[config.mk]
export PLATFORM = sky130hd
export DESIGN_NAME = seven_seg_capture_flat
export DESIGN_NICKNAME = d
export VERILOG_FILES = /design/src/rtl/seven_seg_capture_if.sv /design/src/rtl/seven_seg_capture.sv /design/src/flat_wrapper.sv
export SDC_FILE = /design/constraint.sdc
export NUM_CORES = 1
export LEC_CHECK = 0
export BUFFER_PORTS_ARGS = -buffer_cell sky130_fd_sc_hd__buf_2
export CORE_MARGIN = 1.5
export CORE_UTILIZATION = 56
export CTS_CLUSTER_SIZE = 40
export DETAILED_ROUTE_END_ITERATION = 8
export PLACE_DENSITY = 0.78
export SLEW_MARGIN = 10
export SYNTH_ARGS = -nofsm -noshare
export SYNTH_HDL_FRONTEND = slang
export SYNTH_SLANG_ARGS = --single-unit
[constraint.sdc]
create_clock -name clk -period 2.2 [get_ports clk]
set_input_delay 0 -clock clk [delete_from_list [all_inputs] [get_ports clk]]
set_output_delay 0 -clock clk [all_outputs]
set_load 0.005 [all_outputs]
[src/rtl/seven_seg_capture_if.sv]
// Bus bundle for the 7-segment capture block: multiplexed segment bus in,
// decoded digit state out.
interface seven_seg_capture_if;
  logic [6:0] seg;
  logic       dig_sel;
  logic [3:0] digit0;
  logic [3:0] digit1;
  logic [1:0] valid;
  logic [1:0] err;
  logic       upd;
  logic       upd_sel;

  // Display-side source drives the bus and observes the decoded result.
  modport master (
    output seg, dig_sel,
    input  digit0, digit1, valid, err, upd, upd_sel
  );

  // Capture block consumes the bus and reports decoded digits.
  modport slave (
    input  seg, dig_sel,
    output digit0, digit1, valid, err, upd, upd_sel
  );
endinterface

[src/rtl/seven_seg_capture.sv]
// Samples a two-digit multiplexed active-high 7-segment bus, waits for each
// pattern to be stable for STABLE_CYCLES synchronized samples, and decodes it
// back to a hex nibble per digit, flagging illegal patterns.
module seven_seg_capture #(
  parameter int unsigned STABLE_CYCLES = 4
) (
  input logic                 clk,
  input logic                 rst,
  seven_seg_capture_if.slave  bus
);

  localparam int unsigned    CW      = $clog2(STABLE_CYCLES + 1);
  localparam logic [CW-1:0]  CNT_MAX = CW'(STABLE_CYCLES);
  localparam logic [CW-1:0]  CNT_ONE = CW'(1);

  logic [7:0]    sync1_q, sync2_q, s_q;
  logic [CW-1:0] cnt_q, cnt_d;
  logic          match;
  logic          capture;
  logic [4:0]    dec;
  logic          cap_sel;
  logic [6:0]    cap_seg;

  logic [3:0] digit0_q, digit0_d;
  logic [3:0] digit1_q, digit1_d;
  logic [1:0] valid_q, valid_d;
  logic [1:0] err_q, err_d;
  logic       upd_q, upd_d;
  logic       upd_sel_q, upd_sel_d;

  // Returns {legal, nibble}; legal=0 for any pattern outside the hex table.
  function automatic logic [4:0] decode(input logic [6:0] p);
    case (p)
      7'b0111111: decode = {1'b1, 4'h0};
      7'b0000110: decode = {1'b1, 4'h1};
      7'b1011011: decode = {1'b1, 4'h2};
      7'b1001111: decode = {1'b1, 4'h3};
      7'b1100110: decode = {1'b1, 4'h4};
      7'b1101101: decode = {1'b1, 4'h5};
      7'b1111101: decode = {1'b1, 4'h6};
      7'b0000111: decode = {1'b1, 4'h7};
      7'b1111111: decode = {1'b1, 4'h8};
      7'b1101111: decode = {1'b1, 4'h9};
      7'b1110111: decode = {1'b1, 4'hA};
      7'b1111100: decode = {1'b1, 4'hB};
      7'b0111001: decode = {1'b1, 4'hC};
      7'b1011110: decode = {1'b1, 4'hD};
      7'b1111001: decode = {1'b1, 4'hE};
      7'b1110001: decode = {1'b1, 4'hF};
      default:    decode = 5'b0_0000;
    endcase
  endfunction

  // Run counter next state and capture strobe. A mismatch restarts the run
  // at 1, which itself counts as reaching the target when STABLE_CYCLES=1.
  always_comb begin
    match = (sync2_q == s_q);
    if (!match)
      cnt_d = CNT_ONE;
    else if (cnt_q == CNT_MAX)
      cnt_d = cnt_q;
    else
      cnt_d = cnt_q + CNT_ONE;
    capture = (cnt_d == CNT_MAX) && (!match || (cnt_q != CNT_MAX));
  end

  // Capture action: update only the digit selected by the captured sample.
  always_comb begin
    digit0_d  = digit0_q;
    digit1_d  = digit1_q;
    valid_d   = valid_q;
    err_d     = err_q;
    upd_d     = 1'b0;
    upd_sel_d = upd_sel_q;
    cap_sel   = sync2_q[7];
    cap_seg   = sync2_q[6:0];
    dec       = decode(cap_seg);
    if (capture) begin
      upd_sel_d = cap_sel;
      if (dec[4]) begin
        if (cap_sel) digit1_d = dec[3:0];
        else         digit0_d = dec[3:0];
        valid_d[cap_sel] = 1'b1;
        err_d[cap_sel]   = 1'b0;
        upd_d            = 1'b1;
      end else if (cap_seg == 7'b0000000) begin
        valid_d[cap_sel] = 1'b0;
        err_d[cap_sel]   = 1'b0;
      end else begin
        err_d[cap_sel]   = 1'b1;
      end
    end
  end

  // Synchronizer, sample register, run counter and output state.
  always_ff @(posedge clk or posedge rst) begin
    if (rst) begin
      sync1_q   <= '0;
      sync2_q   <= '0;
      s_q       <= '0;
      cnt_q     <= '0;
      digit0_q  <= '0;
      digit1_q  <= '0;
      valid_q   <= '0;
      err_q     <= '0;
      upd_q     <= 1'b0;
      upd_sel_q <= 1'b0;
    end else begin
      sync1_q   <= {bus.dig_sel, bus.seg};
      sync2_q   <= sync1_q;
      s_q       <= sync2_q;
      cnt_q     <= cnt_d;
      digit0_q  <= digit0_d;
      digit1_q  <= digit1_d;
      valid_q   <= valid_d;
      err_q     <= err_d;
      upd_q     <= upd_d;
      upd_sel_q <= upd_sel_d;
    end
  end

  assign bus.digit0  = digit0_q;
  assign bus.digit1  = digit1_q;
  assign bus.valid   = valid_q;
  assign bus.err     = err_q;
  assign bus.upd     = upd_q;
  assign bus.upd_sel = upd_sel_q;

endmodule

[src/flat_wrapper.sv]
// flat-port wrapper written by rule: the top's interface ports become plain ports
module seven_seg_capture_flat 
#(
  parameter int unsigned STABLE_CYCLES = 4
)
  (clk, rst, bus_seg, bus_dig_sel, bus_digit0, bus_digit1, bus_valid, bus_err, bus_upd, bus_upd_sel);
  seven_seg_capture_if bus_i ();
  input logic clk;
  input logic rst;
  input wire logic [$bits(bus_i.seg)-1:0] bus_seg;
  input wire logic [$bits(bus_i.dig_sel)-1:0] bus_dig_sel;
  output wire logic [$bits(bus_i.digit0)-1:0] bus_digit0;
  output wire logic [$bits(bus_i.digit1)-1:0] bus_digit1;
  output wire logic [$bits(bus_i.valid)-1:0] bus_valid;
  output wire logic [$bits(bus_i.err)-1:0] bus_err;
  output wire logic [$bits(bus_i.upd)-1:0] bus_upd;
  output wire logic [$bits(bus_i.upd_sel)-1:0] bus_upd_sel;
  assign bus_i.seg = bus_seg;
  assign bus_i.dig_sel = bus_dig_sel;
  assign bus_digit0 = bus_i.digit0;
  assign bus_digit1 = bus_i.digit1;
  assign bus_valid = bus_i.valid;
  assign bus_err = bus_i.err;
  assign bus_upd = bus_i.upd;
  assign bus_upd_sel = bus_i.upd_sel;
  seven_seg_capture #(.STABLE_CYCLES(STABLE_CYCLES)) u_core (.clk(clk), .rst(rst), .bus(bus_i));
endmodule
==> results of run 1 <==
==> power groups by stage <==
stage | Combinational [mW] | Sequential, mW | Clock (mW)
after floorplan | 0.0810 | 0.802 | 0
after global placement | 0.111 | 0.811 | 0
after detailed placement | 0.113 | 0.812 | 0
after CTS | 0.127 | 0.797 | 0.522
after global routing | 0.144 | 0.801 | 0.544
final | 0.132 | 0.798 | 0.506
==> cell type report <==
| type | count | area (sq um) |
|---|---|---|
| Sequential cell | 41 | 1030 |
| Multi-Input combinational cell | 94 | 774 |
| Fill cell | 227 | 767 |
| Timing Repair Buffer | 54 | 370 |
| Clock buffer | 7 | 55.1 |
| Tap cell | 44 | 55.1 |
| Clock inverter | 1 | 30.0 |
| Inverter | 5 | 18.8 |
==> worst paths after layout <==
check / startpoint / end / slack [ns] / depth (start not counted)
setup reg to reg: u_core.sync2_q[0] / u_core.bus.digit1[1] / 0.08 / 5
hold reg to reg: u_core.sync1_q[5] / u_core.sync2_q[5] / 0.35 / 0
setup / recovery: u_core.sync2_q[0] / u_core.bus.digit1[1] / 0.08 / 5
hold / removal: rst / u_core.sync2_q[5] / 0.31 / 4
max in group asynchronous: rst / u_core.sync2_q[2] / 1.52 / 4
min in group clk: bus_dig_sel / u_core.sync1_q[7] / 0.31 / 2
==> flip-flops by register name, summed over array words and instances, names as in the netlist, named ones only <==
name,count
u_core.s_q,8
u_core.sync1_q,8
u_core.sync2_q,8
u_core.bus.digit0,4
u_core.bus.digit1,4
u_core.cnt_q,3
u_core.bus.upd,1
u_core.bus.upd_sel,1
==> layer usage <==
metal / GRT usage (%) / vias to the layer above / wire length, microns
li1: - / 643 / -
met1: 30.3 / 653 / 1760
met2: 39.3 / 21 / 1940
met3: 6.61 / 6 / 130
met4: 7.76 / 0 / 53
met5: 0 / - / 0
==> per-stage QoR <==
step                setup TNS, ns  instances
floorplan                       0        147
global placement                0        224
detailed placement              0        224
CTS                             0        241
global route             -0.00595        246
finish                          0        246
==> what timing repair did <==
item | CTS | global route
setup endpoints to repair | 4 | 7
buffers inserted | 0 | 5
endpoints found under the hold margin | 49 | 0
pin swaps | 0 | 1
hold buffers | 9 | 0
resized for setup | 1 | 6
cloned | 0 | 0
==> kinds of logic after synthesis <==
family	count (synthesis)
adders and majority gates	2
buffers and inverters	12
AOI/OAI and AO/OA	23
DFF	41
and+or+nand+nor	53
xor gates and xnor gates	9
muxes	7
==> critical path, cell delays in order (launching register included) <==
cell and delay [ns]:
dfrtp_2 0.48, or3_2 0.49, a211o_1 0.33, and4_4 0.21, a21oi_4 0.17, mux2_1 0.34
==> placed cells by master, fill, tap and decap left out, types with 2 or more instances in the layout <==
cell	Yosys	layout
mux2_1	4	4
or3b_2	3	3
mux2_2	2	2
dfrtp_2	0	5
and3_1	2	2
nand3b_1	5	5
nand2b_1	3	3
dlygate4sd3_1	0	9
inv_1	5	5
clkbuf_4	0	5
or3b_1	2	2
nor2_1	3	3
nor4_4	2	2
o21ai_0	8	8
buf_2	4	23
o2111a_1	3	3
a211o_1	2	2
nand4b_1	3	3
xor2_1	8	8
ha_1	2	2
a21oi_4	2	2
nand3_1	4	4
buf_4	0	22
nand4_1	3	3
a21oi_1	2	2
nand2_1	7	7
nor4b_1	2	2
dfrtp_1	41	36
==> impl_metrics.csv, run 1 <==
group,metric,value,unit
yosys,synth_cells,147,
timing,finalCriticalPeriod,2.12,ns
global_route,grt_max_degree,42,
yosys,seq_area_frac_synth,55.4,%
flow_run,max_cap_violations,0,
critical_path,cp_max_fo,10,
critical_path,cp_data_arrival_time,2.35,ns
yosys,ys_top_cells_by_count,"41 x dfrtp_1, 8 x o21ai_0, 8 x xor2_1",
power,p_leak,1.08,nW
layout,stdcell_area,0.00234,sq mm
critical_path,startpoint_type,"register",
yosys,synth_edf_count,0,
clock_network,cts_buffers,5,
layout,n_antenna_cell,0,
placed_design,portBuffers,23,
timing,setup_violations,0,
min_path,hold_path_class,"input pin to asynchronous set/reset pin",
floorplan,dieArea,0.00366,sq mm
global_route,antenna_found_initial,0,
yosys,synth-main-ff-cell,"dfrtp_1",
yosys,muxShareOfSynthArea,4.19,%
yosys,synth_seq_cells,41,
clock_network,cts_tree,"built",
yosys,synth_top_family_by_area,"simple AND/OR/NAND/NOR gates",
clock_network,clk_pin_slew,0.12,ns
timing,fmax,0.472,GHz
clock_network,cts.sinks,41,
clock_network,cts_buffer_depth,2,
critical_path,worstPathRequired,2.43,ns
clock_network,cts_root_buf,"clkbuf_4",
yosys,synthXorXnorAreaFrac,4.26,%
yosys,yosysUniqueCellTypes,47,
power,power,1.44,mW
layout,nets,213,
yosys,synth_most_common_cell,"dfrtp_1",
placed_design,gp_routability_congestion,0.855,
yosys,synthTopCellsByArea,"dfrtp_1 55%, xor2_1 3.8%, mux2_1 2.4%, nor4_4 2.3%, o21ai_0 2.2%",
route,ant_nets,0,
power,power_frac_seq,55.6,%
placed_design,hpwl,2590,microns
yosys,synth_top_cell_area_share,55.4,%
route,viasPerCell,5.38,
floorplan,start_util,59.7,%
floorplan,io_pins,24,
timing,max-slew-margin-rel,67.1,%
layout,area_growth,26.1,%
power,ir_worst_vdd,439,uV
critical_path,critPathKind,"register to register",
route,drt_iter0_drc,67,
layout,drive_gt1_share,36.6,%
placed_design,placed_cell_area,0.00210,sq mm
global_route,grt_pass1_wl,6240,microns
floorplan,core_area,0.00310,sq mm
placed_design,dp_slack,0.000270,ns
timing,finalCritPeriodShare,96.4,%
clock_network,h-tree-depth,2,
yosys,syn-num-nets,159,
global_route,overflow,0,
timing,slew_viol_final,0,
yosys,ys_warn_count,0,
layout,finalCoreUtilization,75.3,%
yosys,synthSimpleGateAreaFrac,21.5,%
floorplan,die_w,60.5,microns
power,combPwrFrac,9.2,%
timing,hold_violations,0,
route,wl_per_cell,15.8,microns
yosys,yosys.area.top_type,"dfrtp_1",
power,p_switching,0.324,mW
yosys,syn_area,0.00185,sq mm
route,dr.pass1.iters,4,
route,drc,0,
yosys,async_flop_share,100,%
critical_path,end_kind,"register",
clock_network,insertion_delay,0.35,ns
route,wl,3890,microns
floorplan,die_h,60.5,microns
outcome,status,"finished, final reports clean",
global_route,grt_pass1_vias,1329,
power,cellPowerDensity,615,mW/mm^2
timing,finalWorstSetupSlack,0.0791,ns
global_route,track_usage,23.7,%
floorplan,row_count,20,
yosys,synth_area_per_cell,12.6,sq um
timing,tightest_slew,0.494,ns
timing,hold_slack,0.306,ns
route,vias,1323,
power,p_int,1.11,mW
yosys,synth_compound_area_share,9.80,%
power,power_frac_clock,35.3,%
yosys,synth_fa_ha_area_share,1.35,%
timing,clock_skew,0.0128,ns
power,swShare,22.6,%
Note: power is estimated with default switching activity, not from simulation.
==> run 2: changes to the inputs <==
--- a/config.mk
+++ b/config.mk
@@ -11,6 +11,7 @@
 export CTS_CLUSTER_SIZE = 40
 export DETAILED_ROUTE_END_ITERATION = 8
 export PLACE_DENSITY = 0.78
+export REMOVE_ABC_BUFFERS = 1
 export SLEW_MARGIN = 10
 export SYNTH_ARGS = -nofsm -noshare
 export SYNTH_HDL_FRONTEND = slang
==> run 2 against run 1 <==
Global-route usage shrank 2.4 points. Die area did not move. Routed wire length down 9.4%. Fmax decreased by 0.60%. Combinational power shrank 7%. Flip-flop and latch count unchanged. Clock skew down 0.0074 ns. Critical path depth is the same. Register-to-register slack about the same. Via count up 1.1%. Largest power group unchanged. Highest routed layer unchanged.
==> impl_metrics.csv, run 2 (synthesis gave the netlist of run 1 again) <==
group,metric,value,unit
outcome,status,"finished, final reports clean",
critical_path,slowest_delay,0.51,ns
timing,tightest_slew,0.495,ns
critical_path,cp_num_buf_inv,0,
critical_path,cp_max_fo,7,
floorplan,core_area,0.00310,sq mm
clock_network,cts_tree,"built",
route,drt_iter0_drc,38,
critical_path,cp_data_arrival_time,2.37,ns
floorplan,die_w,60.5,microns
route,m1WireLength,1440,microns
clock_network,h-tree-depth,2,
layout,area_growth,22.4,%
placed_design,dp_cells,218,
timing,clock_skew,0.00541,ns
route,vias,1337,
floorplan,die_h,60.5,microns
layout,final_common_cell,"dfrtp_1",
placed_design,dp_slack,0.0340,ns
timing,finalCritPeriodShare,97.0,%
route,wl_met3,211,microns
layout,fillers,219,
power,cellPowerDensity,629,mW/mm^2
placed_design,hpwl,2470,microns
route,top_layer,"met4",
critical_path,critPathKind,"register to register",
clock_network,cts_root_buf,"clkbuf_4",
timing,hold_slack,0.273,ns
placed_design,portBuffers,23,
global_route,grt_pass1_wl,5600,microns
timing,rsz0062_at_grt,"no",
power,swShare,22.7,%
route,wl_per_cell,14.8,microns
timing,finalCriticalPeriod,2.13,ns
critical_path,cp_top_family,"simple AND/OR/NAND/NOR gates",
power,power_frac_clock,35.6,%
power,p_leak,1.03,nW
timing,fmax,0.469,GHz
global_route,antenna_found_initial,0,
clock_network,cts.sinks,41,
global_route,grt_max_degree,42,
power,p_int,1.10,mW
timing,slew_viol_final,0,
layout,n_antenna_cell,0,
route,ant_nets,0,
placed_design,placed_cell_area,0.00206,sq mm
global_route,overflow,0,
power,power_frac_seq,55.8,%
critical_path,worstPathRequired,2.44,ns
floorplan,io_pins,24,
timing,max-slew-margin-rel,67.0,%
route,wl_met2,1790,microns
timing,setup_violations,0,
timing,hold_violations,0,
power,ir_worst_vdd,433,uV
critical_path,end_kind,"register",
route,viasPerCell,5.62,
global_route,track_usage,21.3,%
layout,fin_cells,238,
power,combPwrFrac,8.6,%
min_path,hold_path_class,"input pin to register",
floorplan,row_count,20,
global_route,grt_pass1_vias,1265,
critical_path,worstPathCellList,"or2_1, or4_4, and4_4, a21oi_4, mux2_1",
layout,drive_gt1_share,34.0,%
floorplan,start_util,59.7,%
timing,finalWorstSetupSlack,0.0664,ns
power,p_switching,0.323,mW
critical_path,reg2reg_slack,0.07,ns
clock_network,insertion_delay,0.35,ns
layout,layout_common_cells,"36 x dfrtp_1, 23 x buf_2, 12 x buf_4",
layout,reg_top3,"u_core.s_q: 8 flops, u_core.sync1_q: 8 flops, u_core.sync2_q: 8 flops",
flow_run,max_cap_violations,0,
clock_network,clk_pin_slew,0.12,ns
clock_network,cts_buffer_depth,2,
critical_path,startpoint_type,"register",
clock_network,cts_buffers,5,
route,drc,0,
route,dr.pass1.iters,4,
route,wl,3520,microns
placed_design,gp_routability_congestion,1.00,
critical_path,slowest_stage,"or4_4",
floorplan,dieArea,0.00366,sq mm
layout,nets,205,
timing,tns,0,ns
layout,stdcell_area,0.00227,sq mm
-- run 2: path summary, 6_finish.rpt --
path / startpoint / cells past startpoint / to
worst max-delay path: u_core.sync2_q[6] / 5 / u_core.bus.digit0[0]
worst min-delay path: bus_dig_sel / 2 / u_core.sync1_q[7]
worst max register to register: u_core.sync2_q[6] / 5 / u_core.bus.digit0[0]
worst min register to register: u_core.sync1_q[1] / 0 / u_core.sync2_q[1]
max in group asynchronous: rst / 4 / u_core.sync2_q[2]
min in group asynchronous: rst / 4 / u_core.bus.digit1[1]
-- run 2: cell type report --
class	count	area, sq um	share of cell area [%]
multi-input combinational	94	767	33.8
tap	44	55.1	2.43
clock inverter	2	37.5	1.66
sequential	41	1030	45.5
inverter	5	18.8	0.828
clock buffer	6	51.3	2.26
timing repair buffer	46	305	13.5
-- run 2: repair_timing --
| action | CTS | global route |
|---|---|---|
| endpoints found under the setup margin | 0 | 4 |
| setup buffers | 0 | 3 |
| hold endpoints to repair | 49 | 0 |
| resized for setup | 0 | 6 |
| hold buffers | 9 | 0 |
-- run 2: per-layer routing --
layer	vias to the layer above	track usage (%)
met5	-	0
met4	0	11.8
met3	10	5.97
met2	56	34.3
met1	644	26.1
li1	627	-
-- run 2: power by group through the flow --
stage,sequential (mW),clock (mW),combinational [mW]
after global placement,0.810,0,0.100
after CTS,0.796,0.522,0.117
after detailed placement,0.811,0,0.104
final,0.796,0.507,0.123
after floorplan,0.812,0,0.0626
after global routing,0.800,0.542,0.136
-- run 2: worst register-to-register path, cell delays in order (launching register included) --
cell	delay, ns
dfrtp_2	0.48
or2_1	0.27
or4_4	0.51
and4_4	0.25
a21oi_4	0.18
mux2_1	0.34
-- run 2: metrics by stage --
| stage | power, mW | util (%) |
|---|---|---|
| 6_report | 1.43 | 73.1 |
| 5_1_grt | 1.48 | 73.1 |
| 4_1_cts | 1.44 | 72.1 |
| 3_5_place_dp | 0.916 | 66.3 |
| 3_3_place_gp | 0.910 | 66.3 |
| 2_1_floorplan | 0.875 | - |
==> run 3: changes to the inputs <==
--- a/config.mk
+++ b/config.mk
@@ -6,7 +6,6 @@
 export NUM_CORES = 1
 export LEC_CHECK = 0
 export BUFFER_PORTS_ARGS = -buffer_cell sky130_fd_sc_hd__buf_2
-export CORE_MARGIN = 1.5
 export CORE_UTILIZATION = 56
 export CTS_CLUSTER_SIZE = 40
 export DETAILED_ROUTE_END_ITERATION = 8
==> run 3 against run 2 <==
Design area is 0.22% lower. First-iteration DRC count is 21% higher. Global-route usage is 1.1 points higher. Sequential share of layout area hardly changed. Core utilization is 0.16 points lower. Flip-flop and latch count stayed put. Fmax is 1.5% higher. Highest routed layer unchanged.
==> impl_metrics.csv, run 3 (synthesis gave the netlist of run 1 again) <==
group,metric,value,unit
outcome,status,"finished, final reports clean",
route,wl,3450,microns
timing,fmax,0.476,GHz
floorplan,start_util,59.7,%
timing,finalCriticalPeriod,2.10,ns
floorplan,core_area,0.00310,sq mm
timing,clock_skew,0.0108,ns
route,wl_per_cell,14.5,microns
power,cellPowerDensity,610,mW/mm^2
timing,tightest_slew,0.485,ns
layout,multiInputGateArea,769,sq um
placed_design,hpwl,2400,microns
critical_path,critPathKind,"register to register",
layout,reg_top3,"u_core.s_q: 8 flops, u_core.sync1_q: 8 flops, u_core.sync2_q: 8 flops",
timing,tns,0,ns
clock_network,cts_buffers,5,
floorplan,dieArea,0.00354,sq mm
route,dr.pass1.iters,4,
route,vias,1322,
timing,hold_slack,0.282,ns
timing,hold_violations,0,
timing,finalCritPeriodShare,95.5,%
floorplan,row_count,20,
critical_path,cp_max_fo,8,
critical_path,cp_data_arrival_time,2.34,ns
clock_network,cts_root_buf,"clkbuf_4",
clock_network,cts_tree,"built",
layout,nets,206,
timing,rsz0062_at_grt,"no",
timing,max-slew-margin-rel,67.6,%
global_route,grt_pass1_vias,1239,
min_path,hold_path_class,"input pin to register",
global_route,track_usage,22.4,%
global_route,grt_max_degree,42,
critical_path,worstPathRequired,2.44,ns
clock_network,cts.sinks,41,
route,drt_iter0_drc,46,
route,ant_nets,0,
clock_network,clk_pin_slew,0.12,ns
global_route,overflow,0,
route,drc,0,
power,ir_worst_vdd,457,uV
floorplan,die_h,59.5,microns
critical_path,startpoint_type,"register",
critical_path,end_kind,"register",
power,power,1.38,mW
layout,fillers,228,
layout,ff_latch_area,0.00103,sq mm
layout,drive_gt1_share,34.0,%
placed_design,portBuffers,23,
flow_run,max_cap_violations,0,
power,p_leak,1.04,nW
clock_network,insertion_delay,0.35,ns
global_route,grt_pass1_wl,5710,microns
layout,area_growth,22.2,%
clock_network,cts_buffer_depth,2,
timing,setup_violations,0,
floorplan,die_w,59.5,microns
clock_network,h-tree-depth,2,
placed_design,gp_routability_congestion,0.960,
global_route,antenna_found_initial,0,
floorplan,io_pins,24,
timing,slew_viol_final,0,
route,viasPerCell,5.55,
layout,final_common_cell,"dfrtp_1",
layout,n_antenna_cell,0,
layout,layout_common_cells,"37 x dfrtp_1, 23 x buf_2, 14 x buf_4",
## run 3: cell types whose count changed in the layout (fill, tap and decap cells not counted)
cell	change
buf_4	+2
clkbuf_2	-1
clkbuf_8	-1
clkinv_2	+1
clkinvlp_4	-1
dfrtp_1	+1
dfrtp_2	-1
nor2b_1	-1
nor2b_2	+1
## run 3: path summary, 6_finish.rpt
| check | start | endpoint | slack, ns | depth (start not counted) |
|---|---|---|---|---|
| min in group asynchronous | rst | asynchronous set/reset pin | 0.29 | 4 |
| worst max-delay path | u_core.sync2_q[0] | u_core.bus.digit0[1] | 0.1 | 6 |
| max in group asynchronous | rst | u_core.sync2_q[1] | 1.54 | 4 |
| worst min register to register | u_core.sync1_q[2] | u_core.sync2_q[2] | 0.36 | 0 |
| worst min-delay path | bus_dig_sel | u_core.sync1_q[7] | 0.28 | 2 |
| worst max register to register | u_core.sync2_q[0] | u_core.bus.digit0[1] | 0.1 | 6 |
## run 3: final cells by class
class	count	share of cell area (%)
Clock buffer	5	1.66
Clock inverter	2	1.55
Inverter	5	0.830
Multi-Input combinational cell	94	34.0
Sequential cell	41	45.6
Tap cell	44	2.43
Timing Repair Buffer	47	13.9
## run 3: report_power, final
| group | total, mW | leakage [nW] | internal [mW] | switching (mW) |
|---|---|---|---|---|
| Clock | 0.461 | 0.0410 | 0.231 | 0.230 |
| Sequential | 0.796 | 0.508 | 0.776 | 0.0195 |
| Combinational | 0.123 | 0.491 | 0.0571 | 0.0663 |
| Total | 1.38 | 1.04 | 1.06 | 0.315 |
## run 3: critical path: stages, from the launching register on
cell and delay (ns):
dfrtp_2 0.44, clkbuf_2 0.19, nand2_1 0.09, or4_4 0.54, and4_4 0.25, a21oi_4 0.16
mux2_1 0.34
## run 3: timing repair
| item | 4_1_cts | 5_1_grt |
|---|---|---|
| hold buffers | 9 | 0 |
| endpoints found under the hold margin | 49 | 0 |
| resized for setup | 1 | 5 |
| buffers inserted | 0 | 4 |
| pin swaps | 0 | 2 |
| setup endpoints to repair | 1 | 5 |
## run 3: per-layer routing
layer / track usage (%) / vias up / wire length (microns)
met2: 35.2 / 46 / 1680
met1: 29.6 / 643 / 1490
met5: 0 / - / 0
li1: - / 625 / -
met4: 8.97 / 0 / 67
met3: 6.11 / 8 / 214
## run 3: per-stage QoR
stage,area [sq um],setup WS (ns),instances,util [%]
2_1_floorplan,1810,0.0991,140,-
3_3_place_gp,2060,0.0849,218,66.3
3_5_place_dp,2060,0.0126,218,66.3
4_1_cts,2230,0.00792,234,71.8
5_1_grt,2260,0.00701,238,72.9
6_report,2260,0.0988,238,72.9
